### config.mk
export PLATFORM = sky130hd
export DESIGN_NAME = id_ex_stage
export DESIGN_NICKNAME = d
export VERILOG_FILES = /design/src/rtl/id_ex_stage.sv
export SDC_FILE = /design/constraint.sdc
export NUM_CORES = 1
export LEC_CHECK = 0
export BUFFER_PORTS_ARGS = -buffer_cell sky130_fd_sc_hd__buf_2
export CORE_MARGIN = 2
export CORE_UTILIZATION = 40
export CTS_CLUSTER_DIAMETER = 50
export DETAILED_ROUTE_END_ITERATION = 12
export GPL_TIMING_DRIVEN = 0
export PLACE_DENSITY = 0.69
export SYNTH_ARGS = -nofsm -noshare
export SYNTH_HDL_FRONTEND = slang
export SYNTH_SLANG_ARGS = --single-unit
### constraint.sdc
create_clock -name clk -period 4.6 [get_ports clk]
set_input_delay 0.92 -clock clk [delete_from_list [all_inputs] [get_ports clk]]
set_output_delay 0.92 -clock clk [all_outputs]
set_load 0.05 [all_outputs]
### src/rtl/id_ex_stage.sv
// ID/EX pipeline register with load-use hazard detection, branch squash,
// downstream freeze and a saturating count of inserted load-use bubbles.
module id_ex_stage #(
    parameter int XLEN  = 32,
    parameter int CNT_W = 16
) (
    input  logic             clk,
    input  logic             rst_n,
    input  logic             id_valid,
    input  logic [4:0]       id_raddr1,
    input  logic [4:0]       id_raddr2,
    input  logic             id_uses_rs1,
    input  logic             id_uses_rs2,
    input  logic [4:0]       id_waddr,
    input  logic [XLEN-1:0]  id_rdata1,
    input  logic [XLEN-1:0]  id_rdata2,
    input  logic [XLEN-1:0]  id_imm,
    input  logic [XLEN-1:0]  id_pc,
    input  logic             id_reg_write,
    input  logic             id_mem_read,
    input  logic             id_mem_write,
    input  logic             id_mem_to_reg,
    input  logic             id_alu_src,
    input  logic             id_branch,
    input  logic [3:0]       id_alu_op,
    input  logic             ex_flush,
    input  logic             ext_stall,
    input  logic             clr_cnt,
    output logic             id_ex_valid,
    output logic [4:0]       id_ex_raddr1,
    output logic [4:0]       id_ex_raddr2,
    output logic [4:0]       id_ex_waddr,
    output logic [XLEN-1:0]  id_ex_rdata1,
    output logic [XLEN-1:0]  id_ex_rdata2,
    output logic [XLEN-1:0]  id_ex_imm,
    output logic [XLEN-1:0]  id_ex_pc,
    output logic             id_ex_reg_write,
    output logic             id_ex_mem_read,
    output logic             id_ex_mem_write,
    output logic             id_ex_mem_to_reg,
    output logic             id_ex_alu_src,
    output logic             id_ex_branch,
    output logic [3:0]       id_ex_alu_op,
    output logic             pc_write_en,
    output logic             if_id_write_en,
    output logic [CNT_W-1:0] stall_cnt
);

    logic load_use;
    logic bubble;
    logic count_evt;
    logic front_en;

    function automatic logic [CNT_W-1:0] sat_inc(input logic [CNT_W-1:0] v);
        return (&v) ? v : v + CNT_W'(1);
    endfunction

    always_comb begin
        load_use = id_ex_valid & id_ex_mem_read & (id_ex_waddr != 5'd0) & id_valid &
                   ((id_uses_rs1 & (id_raddr1 == id_ex_waddr)) |
                    (id_uses_rs2 & (id_raddr2 == id_ex_waddr)));
        // Flush beats freeze; freeze beats the load-use bubble.
        count_evt = load_use & ~ext_stall & ~ex_flush;
        bubble    = ex_flush | count_evt;
        front_en  = ~(ext_stall | (load_use & ~ex_flush));
    end

    assign pc_write_en    = front_en;
    assign if_id_write_en = front_en;

    // ---- ID -> EX register ----
    always_ff @(posedge clk or negedge rst_n) begin
        if (!rst_n) begin
            id_ex_valid      <= 1'b0;
            id_ex_raddr1     <= '0;
            id_ex_raddr2     <= '0;
            id_ex_waddr      <= '0;
            id_ex_rdata1     <= '0;
            id_ex_rdata2     <= '0;
            id_ex_imm        <= '0;
            id_ex_pc         <= '0;
            id_ex_reg_write  <= 1'b0;
            id_ex_mem_read   <= 1'b0;
            id_ex_mem_write  <= 1'b0;
            id_ex_mem_to_reg <= 1'b0;
            id_ex_alu_src    <= 1'b0;
            id_ex_branch     <= 1'b0;
            id_ex_alu_op     <= '0;
        end else if (bubble) begin
            id_ex_valid      <= 1'b0;
            id_ex_raddr1     <= '0;
            id_ex_raddr2     <= '0;
            id_ex_waddr      <= '0;
            id_ex_rdata1     <= '0;
            id_ex_rdata2     <= '0;
            id_ex_imm        <= '0;
            id_ex_pc         <= '0;
            id_ex_reg_write  <= 1'b0;
            id_ex_mem_read   <= 1'b0;
            id_ex_mem_write  <= 1'b0;
            id_ex_mem_to_reg <= 1'b0;
            id_ex_alu_src    <= 1'b0;
            id_ex_branch     <= 1'b0;
            id_ex_alu_op     <= '0;
        end else if (!ext_stall) begin
            // Control bits of an invalid slot are forced low so a hole never writes.
            id_ex_valid      <= id_valid;
            id_ex_raddr1     <= id_raddr1;
            id_ex_raddr2     <= id_raddr2;
            id_ex_waddr      <= id_waddr;
            id_ex_rdata1     <= id_rdata1;
            id_ex_rdata2     <= id_rdata2;
            id_ex_imm        <= id_imm;
            id_ex_pc         <= id_pc;
            id_ex_reg_write  <= id_reg_write  & id_valid;
            id_ex_mem_read   <= id_mem_read   & id_valid;
            id_ex_mem_write  <= id_mem_write  & id_valid;
            id_ex_mem_to_reg <= id_mem_to_reg & id_valid;
            id_ex_alu_src    <= id_alu_src    & id_valid;
            id_ex_branch     <= id_branch     & id_valid;
            id_ex_alu_op     <= id_alu_op     & {4{id_valid}};
        end
    end

    // ---- bubble counter ----
    always_ff @(posedge clk or negedge rst_n) begin
        if (!rst_n) begin
            stall_cnt <= '0;
        end else if (clr_cnt) begin
            stall_cnt <= '0;
        end else if (count_evt) begin
            stall_cnt <= sat_inc(stall_cnt);
        end
    end

endmodule

==> results of run 1 <==
worst max-delay path, cell delays in order:
cell	delay, ns
buf_2	0.12
xor2_1	0.14
nor4_1	0.42
a32oi_1	0.20
buf_2	0.22
buf_2	0.20
o41a_1	0.44
buf_4	0.14
buf_2	0.20
layer usage:
metal | GRT usage | vias to the layer above
met4 | 0.0882 | 0
met1 | 0.291 | 2712
met3 | 0.0596 | 30
li1 | - | 2540
met5 | 0 | -
met2 | 0.372 | 241
per-stage QoR:
stage,instance area [µm²],instances,hold WS (ns),power [mW]
CTS,9100,1053,0.453,3.71
finish,9100,1053,0.433,3.67
global placement,8470,1021,0.470,2.26
global route,9100,1053,0.470,3.80
floorplan,6540,473,0.624,2.03
detailed placement,8510,1022,0.477,2.26
power by group:
part	leakage, nW	internal [mW]	switching, mW
clock	0.291	0.833	0.605
combinational	2.34	0.180	0.440
sequential	2.28	1.57	0.0449
layout make-up:
cell class,instances,area share
buffer,42,0.0265
clock buffer,19,0.0498
clock inverter,12,0.0149
inverter,1,0.000413
multi-input combinational,260,0.224
sequential,170,0.468
tap,216,0.0297
timing repair buffer,333,0.187
cells in the final DEF, fill, tap and decap left out, drive strengths merged:
cell type	Yosys	final
nand3	9	9
and2	1	1
or4	9	9
o41a	1	1
o21ba	1	1
or3	3	3
a22o	144	144
o31ai	7	7
o21ai	4	4
nand4	8	8
nor2	13	13
a21oi	11	11
buf	23	356
nor2b	5	5
clkinv	0	4
o31a	1	1
inv	1	6
xor2	8	8
nor4	3	3
clkinvlp	0	1
dfrtp	170	170
clkbuf	19	38
ha	1	1
xnor2	2	2
bufinv	0	2
nor3	3	3
mux2	5	5
nor4b	1	1
or3b	1	1
a32oi	1	1
nor3b	1	1
and3	1	1
nand2	6	6
a32o	10	10
final timing paths:
| path | startpoint | endpoint | slack [ns] | cells past startpoint |
|---|---|---|---|---|
| max | id_raddr1[3] | pc_write_en | 0.69 | 9 |
| min | rst_n | id_ex_imm[19] | 0.43 | 1 |
| max reg2reg | id_ex_waddr[3] | id_ex_imm[5] | 2.12 | 8 |
| min reg2reg | id_ex_alu_src | id_ex_alu_src | 0.49 | 1 |
| max in group asynchronous | rst_n | stall_cnt[6] | 3.31 | 2 |
| min in group clk | id_ex_alu_src | id_ex_alu_src | 0.49 | 1 |
kinds of logic (layout without fill, tap and decap cells):
group	Yosys count	after routing	synth area share
muxes	5	5	0.00861
buffers and inverters	43	407	0.0375
AOI/OAI and AO/OA	180	180	0.234
and+or+nand+nor	64	64	0.0543
DFF	170	170	0.651
xor gates and xnor gates	10	10	0.0134
adders and majority gates	1	1	0.00191
==> out/qor.yml, run 1 <==
status:
  run_status: "finished clean"
cts:
  insertion_delay_ns: 0.42
  cts_resized: 0
  cts_buffer_depth: 2
  numCtsBuffers: 17
  post_cts_buffers: 0
  root_buffer: "clkbuf_16"
  htree_num_levels: 4
  clock_sinks: 170
  cts_hold_buffers: 0
  path_clk_slew_ns: 0.07
  cts_tree: "built"
yosys:
  netlist.area_leader.share: 0.651
  ys_seq_area_frac: 0.651
  synthTopCellsByCount: "dfrtp_1, a22o_1, clkbuf_1"
  syn_nets: 635
  ys.warnings.count: 0
  ys_ff_latch: 170
  ys.flop_type: "dfrtp_1"
  synthArstFlopShare: 1.00
  ys_types: 34
  synthCells: 473
  synth_edf_count: 0
  syn_area_mm2: 0.00654
  ys_top_cells_by_area: "dfrtp_1, a22o_1, a32o_1"
  synth_top_area_cell: "dfrtp_1"
  synth_area_per_cell_um2: 13.8
  yosysMostFrequentCell: "dfrtp_1"
placed_design:
  port_buffers: 332
  gp_congestion: 0.792
  hpwl_um: 14600
  pre_cts_ws_ns: 0.698
worst_setup_path:
  cp-end-kind: "primary output"
  cp-start-kind: "primary input"
  critPathMaxFanout: 10
  arrival_ns: 2.99
  crit_required_ns: 3.68
  criticalPathCategory: "primary input to primary output"
global_routing:
  antenna_found_initial: 0
  gr-total-overflow: 0
  grt_max_degree: 99
  grt_pass1_vias: 5525
  grt_pass1_wl_um: 30800
  grt_use_total: 0.227
die:
  core.rowCount: 46
  die_x_um: 132
  die_h_um: 132
  ios: 333
  initial_core_util: 0.410
  core_region_area_mm2: 0.0159
  die_area_mm2: 0.0174
layout:
  drive_above_1_share: 0.467
  synthToLayoutAreaGrowth_pct: 39.1
  fin_util: 0.571
  diodes: 0
  final-seq-area_mm2: 0.00425
  multi_input_area_mm2: 0.00204
  finish.net_count: 987
  nFillCells: 1386
routing:
  wire_per_inst_um: 18.5
  wl_met3_um: 1360
  ant_nets: 0
  firstDrtPassIters: 6
  num_vias: 5523
  met1_length_um: 8060
  vias_per_cell: 5.25
  routed_wl_um: 19500
  drc: 0
  route.met2.wl_um: 9650
  maxUsedRoutingLayer: "met4"
  drt-initial-drc-count: 357
sta:
  fin_crit_ns: 3.91
  clock.fmax_ghz: 0.256
  slew_headroom: 0.409
  hold_viol: 0
  final_max_slew_viol_count: 0
  worstMarginPinSlew_ns: 0.884
  post-route-period-util: 0.850
  setup_ws_ns: 0.690
  rsz0062_at_grt: "no"
  finClkSkew_ns: 0.00903
  setup_viol: 0
  fin_setup_tns_ns: 0
hold_path:
  hp-class: "primary input to asynchronous set/reset pin"
power:
  ir_drop_mv: 0.239
  p_per_area_mw_per_mm2: 404
  power_leakage_nw: 4.90
job:
  cap_viol_max_count: 0
Power figures use the tool's default switching activity.
==> run 2, diff against run 1 <==
--- a/config.mk
+++ b/config.mk
@@ -12,6 +12,7 @@
 export DETAILED_ROUTE_END_ITERATION = 12
 export GPL_TIMING_DRIVEN = 0
 export PLACE_DENSITY = 0.69
+export RECOVER_POWER = 25
 export SYNTH_ARGS = -nofsm -noshare
 export SYNTH_HDL_FRONTEND = slang
 export SYNTH_SLANG_ARGS = --single-unit
==> constraint.sdc (replaced) <==
create_clock -name clk -period 4.5 [get_ports clk]
set_input_delay 0.9 -clock clk [delete_from_list [all_inputs] [get_ports clk]]
set_output_delay 0.9 -clock clk [all_outputs]
set_load 0.05 [all_outputs]
==> out/qor.yml, run 2 (synthesized netlist as in run 1, its figures left out) <==
status:
  run_status: "finished with violations"
  violations: "capacitance limit, slew limit"
layout:
  final_common_cell: "buf_2"
  finish.net_count: 987
  diodes: 0
  drive_above_1_share: 0.466
  final_cell_mix: "buf_2, dfrtp_1, a22o_1, clkbuf_1, clkbuf_16"
  synthToLayoutAreaGrowth_pct: 39.1
  final_cell_area_mm2: 0.00909
routing:
  wire_per_inst_um: 18.6
  drt-initial-drc-count: 350
  drc: 0
  num_vias: 5520
  vias_per_cell: 5.24
  firstDrtPassIters: 4
  routed_wl_um: 19600
  ant_nets: 0
sta:
  final_max_slew_viol_count: 73
  whs_ns: 0.488
  slew_headroom: -1.13
  rsz0062_at_grt: "no"
  worstMarginPinSlew_ns: 3.19
  fin_crit_ns: 3.87
  setup_viol: 0
  clock.fmax_ghz: 0.258
  finClkSkew_ns: 0.00908
  post-route-period-util: 0.860
  setup_ws_ns: 0.630
  hold_viol: 0
  fin_setup_tns_ns: 0
global_routing:
  grt_use_total: 0.227
  grt_max_degree: 99
  gr-total-overflow: 0
  antenna_found_initial: 0
  grt_pass1_vias: 5525
  grt_pass1_wl_um: 30800
cts:
  cts_hold_buffers: 0
  path_clk_slew_ns: 0.06
  cts_resized: 0
  post_cts_buffers: 0
  numCtsBuffers: 17
  clock_sinks: 170
  cts_tree: "built"
  htree_num_levels: 4
  root_buffer: "clkbuf_16"
  cts_buffer_depth: 2
  insertion_delay_ns: 0.42
worst_setup_path:
  cp-start-kind: "primary input"
  crit_required_ns: 3.60
  cp-end-kind: "primary output"
  critPathMaxFanout: 10
  criticalPathCategory: "primary input to primary output"
  arrival_ns: 2.97
  r2r_slack_ns: 2.02
hold_path:
  hp-class: "flop to flop"
die:
  die_x_um: 132
  die_h_um: 132
  die_area_mm2: 0.0174
  core_region_area_mm2: 0.0159
  ios: 333
  initial_core_util: 0.410
  core.rowCount: 46
placed_design:
  placed_area_mm2: 0.00851
  port_buffers: 332
  pre_cts_ws_ns: 0.638
  gp_congestion: 0.792
  hpwl_um: 14600
job:
  cap_viol_max_count: 1
power:
  power_leakage_nw: 4.91
  p_per_area_mw_per_mm2: 413
  fin_total_pwr_mw: 3.75
  ir_drop_mv: 0.244
## run 2: cell types whose count changed in the layout (fill, tap and decap cells not counted), sizes merged
cell | before | now
buf | 356 | 355
dlymetal6s4s | 0 | 1
## run 2: through the flow
step,utilization,instances
2_1_floorplan,-,473
3_3_place_gp,0.531,1021
3_5_place_dp,0.534,1022
4_1_cts,0.571,1053
5_1_grt,0.570,1053
6_report,0.570,1053
## run 2: layout make-up
cell class	count	area, µm²
Clock buffer	19	453
Tap cell	216	270
Timing Repair Buffer	333	1700
Multi-Input combinational cell	260	2040
Fill cell	1387	6850
Clock inverter	12	135
Sequential cell	170	4250
Buffer	42	241
Inverter	1	3.75
## run 2: where the power goes
group | switching [mW] | total (mW) | leakage, nW | internal [mW]
clock network | 0.617 | 1.47 | 0.291 | 0.851
logic | 0.450 | 0.634 | 2.34 | 0.184
registers | 0.0459 | 1.65 | 2.28 | 1.60
## run 2: worst max-delay path, stage by stage
cell and delay [ns]:
buf_2 0.12, xor2_1 0.13, nor4_1 0.42, a32oi_1 0.20
buf_2 0.22, buf_2 0.20, o41a_1 0.43, buf_4 0.14
buf_2 0.20
## run 2: path summary, 6_finish.rpt
path                                 from       endpoint  depth (start not counted)
max                          id_raddr1[3]    pc_write_en                          9
min                         id_ex_alu_src  id_ex_alu_src                          1
max reg2reg                id_ex_waddr[2]   id_ex_imm[5]                          8
min reg2reg                 id_ex_alu_src  id_ex_alu_src                          1
max in group asynchronous           rst_n   id_ex_imm[2]                          1
min in group asynchronous           rst_n  id_ex_imm[19]                          1
## run 2: per-layer routing
metal / up-vias / share of wire / track usage
met3: 30 / 0.068 / 0.0596
li1: 2542 / - / -
met2: 235 / 0.49 / 0.372
met1: 2713 / 0.42 / 0.291
met5: - / 0 / 0
met4: 0 / 0.023 / 0.0882
==> run 3, diff against run 2 <==
--- a/config.mk
+++ b/config.mk
@@ -5,13 +5,14 @@
 export SDC_FILE = /design/constraint.sdc
 export NUM_CORES = 1
 export LEC_CHECK = 0
+export ABC_AREA = 1
 export BUFFER_PORTS_ARGS = -buffer_cell sky130_fd_sc_hd__buf_2
 export CORE_MARGIN = 2
 export CORE_UTILIZATION = 40
 export CTS_CLUSTER_DIAMETER = 50
 export DETAILED_ROUTE_END_ITERATION = 12
 export GPL_TIMING_DRIVEN = 0
-export PLACE_DENSITY = 0.69
+export PLACE_DENSITY = 0.67
 export RECOVER_POWER = 25
 export SYNTH_ARGS = -nofsm -noshare
 export SYNTH_HDL_FRONTEND = slang
==> out/qor.yml, run 3 <==
cts:
  cts_hold_buffers: 0
  post_cts_buffers: 0
  root_buffer: "clkbuf_16"
  clock_sinks: 170
  numCtsBuffers: 17
  insertion_delay_ns: 0.42
  cts_buffer_depth: 2
  cts_resized: 0
  path_clk_slew_ns: 0.06
  htree_num_levels: 4
  cts_tree: "built"
die:
  die_area_mm2: 0.0195
  core_region_area_mm2: 0.0180
  initial_core_util: 0.409
  core.rowCount: 49
  ios: 333
  die_x_um: 140
  die_h_um: 140
layout:
  final_cell_mix: "buf_2, nand2_1, dfrtp_1, a21oi_1, nand3_1"
  fin_util: 0.552
  finish.net_count: 1389
  synthToLayoutAreaGrowth_pct: 34.9
  final_common_cell: "buf_2"
  final_cell_area_mm2: 0.00991
  drive_above_1_share: 0.317
worst_setup_path:
  cp_slowest_cell: "clkbuf_1"
  crit_required_ns: 3.60
  critPathMaxFanout: 10
  cpPeakStageDelay_ns: 0.62
  criticalPathCategory: "primary input to primary output"
  crit_start: "ext_stall"
  cp_top_family: "buffers and inverters"
  cp-end-kind: "primary output"
  path_buf_inv: 7
  arrival_ns: 2.67
  cp-start-kind: "primary input"
  rr_startpoint: "id_ex_waddr[1]"
  crit_chain: "buf_2, inv_1, clkbuf_1, clkbuf_1, nand2_1, inv_1, buf_4, buf_2"
yosys:
  synthArstFlopShare: 1.00
  synth_edf_count: 0
  synth_top_area_cell: "dfrtp_1"
  ys_types: 20
  synthTopCellsByCount: "nand2_1, dfrtp_1, a21oi_1"
  netlist.area_leader.share: 0.579
  synth_area_per_cell_um2: 8.39
  syn_area_mm2: 0.00734
  ys.warnings.count: 0
  ys.flop_type: "dfrtp_1"
  syn_nets: 1037
  yosysMostFrequentCell: "nand2_1"
  ys_seq_area_frac: 0.579
  ys_top_cells_by_area: "dfrtp_1, nand2_1, a21oi_1"
  ys_ff_latch: 170
  synthCells: 875
sta:
  rsz0062_at_grt: "no"
  fin_crit_ns: 3.57
  setup_viol: 0
  final_max_slew_viol_count: 84
  finClkSkew_ns: 0.0138
  hold_viol: 0
  post-route-period-util: 0.793
  slew_headroom: -0.385
  worstMarginPinSlew_ns: 2.08
  clock.fmax_ghz: 0.280
status:
  violations: "capacitance limit, slew limit"
  run_status: "finished with violations"
hold_path:
  hp-class: "flop to flop"
  worstHoldStart: "id_ex_reg_write"
global_routing:
  grt_pass1_vias: 6831
  grt_max_degree: 89
  grt_pass1_wl_um: 35900
  gr-total-overflow: 0
  grt_use_total: 0.230
  antenna_found_initial: 2
power:
  ir_drop_mv: 0.248
  p_per_area_mw_per_mm2: 384
  power_leakage_nw: 5.48
routing:
  vias_per_cell: 4.84
  firstDrtPassIters: 5
  num_vias: 7111
  ant_nets: 0
  drc: 0
  wire_per_inst_um: 15.5
  drt-initial-drc-count: 436
  routed_wl_um: 22700
placed_design:
  hpwl_um: 16600
  gp_congestion: 0.902
  placed_area_mm2: 0.00933
  port_buffers: 332
job:
  cap_viol_max_count: 1
-- run 3: worst reg2reg max path: cells and delay by family, from the launching register on --
kind,cells,cell delay [ns]
compound gates,2,0.48
simple gates,6,0.51
flops,1,0.47
buf+inv,3,0.56
-- run 3: layout make-up --
cell class	instances	area, µm²
clock inverters	12	164
plain buffers	56	284
diodes	2	5.00
multi-input cells	606	2650
repair buffers	333	1670
flip-flops and latches	170	4250
fillers	1735	8060
well taps	229	287
inverters	43	161
clock buffers	18	439
-- run 3: cell families after synthesis --
family,synth area share
xor+xnor,0.0167
flops,0.579
buf+inv,0.0606
fa+ha+maj,0.00170
simple gates,0.235
compound gates,0.107
-- run 3: where the power goes --
group | internal, mW | switching (mW)
Sequential | 1.60 | 0.0403
Clock | 0.891 | 0.629
Combinational | 0.166 | 0.482
Total | 2.66 | 1.15
-- run 3: path summary, 6_finish.rpt --
check	endpoint	slack, ns	cells after the start
max	pc_write_en	0.93	8
max reg2reg	id_ex_imm[18]	2.37	11
max in group asynchronous	id_ex_rdata2[4]	1.18	2
min reg2reg	id_ex_reg_write	0.51	2
min in group asynchronous	id_ex_rdata1[17]	1.04	1
min	id_ex_reg_write	0.51	2
-- run 3: routing by layer --
layer,GRT usage,part of all wire,up-vias,wire [µm]
met1,0.299,0.42,3304,9600
met2,0.366,0.47,262,10600
met3,0.0606,0.075,48,1700
met4,0.0973,0.033,2,757
met5,0,0.00057,-,13
li1,-,-,3495,-
-- run 3: stage by stage --
stage / hold WS [ns] / total power, mW / instances / setup slack, ns / setup TNS (ns)
6_report: 0.512 / 3.81 / 1469 / 0.931 / 0
5_1_grt: 0.543 / 3.96 / 1468 / 0.596 / 0
4_1_cts: 0.468 / 3.85 / 1467 / 0.862 / 0
3_5_place_dp: 0.497 / 2.32 / 1437 / 0.851 / 0
3_3_place_gp: 0.495 / 2.31 / 1436 / -0.255 / -40.03
2_1_floorplan: 0.604 / 2.08 / 875 / 1.43 / 0
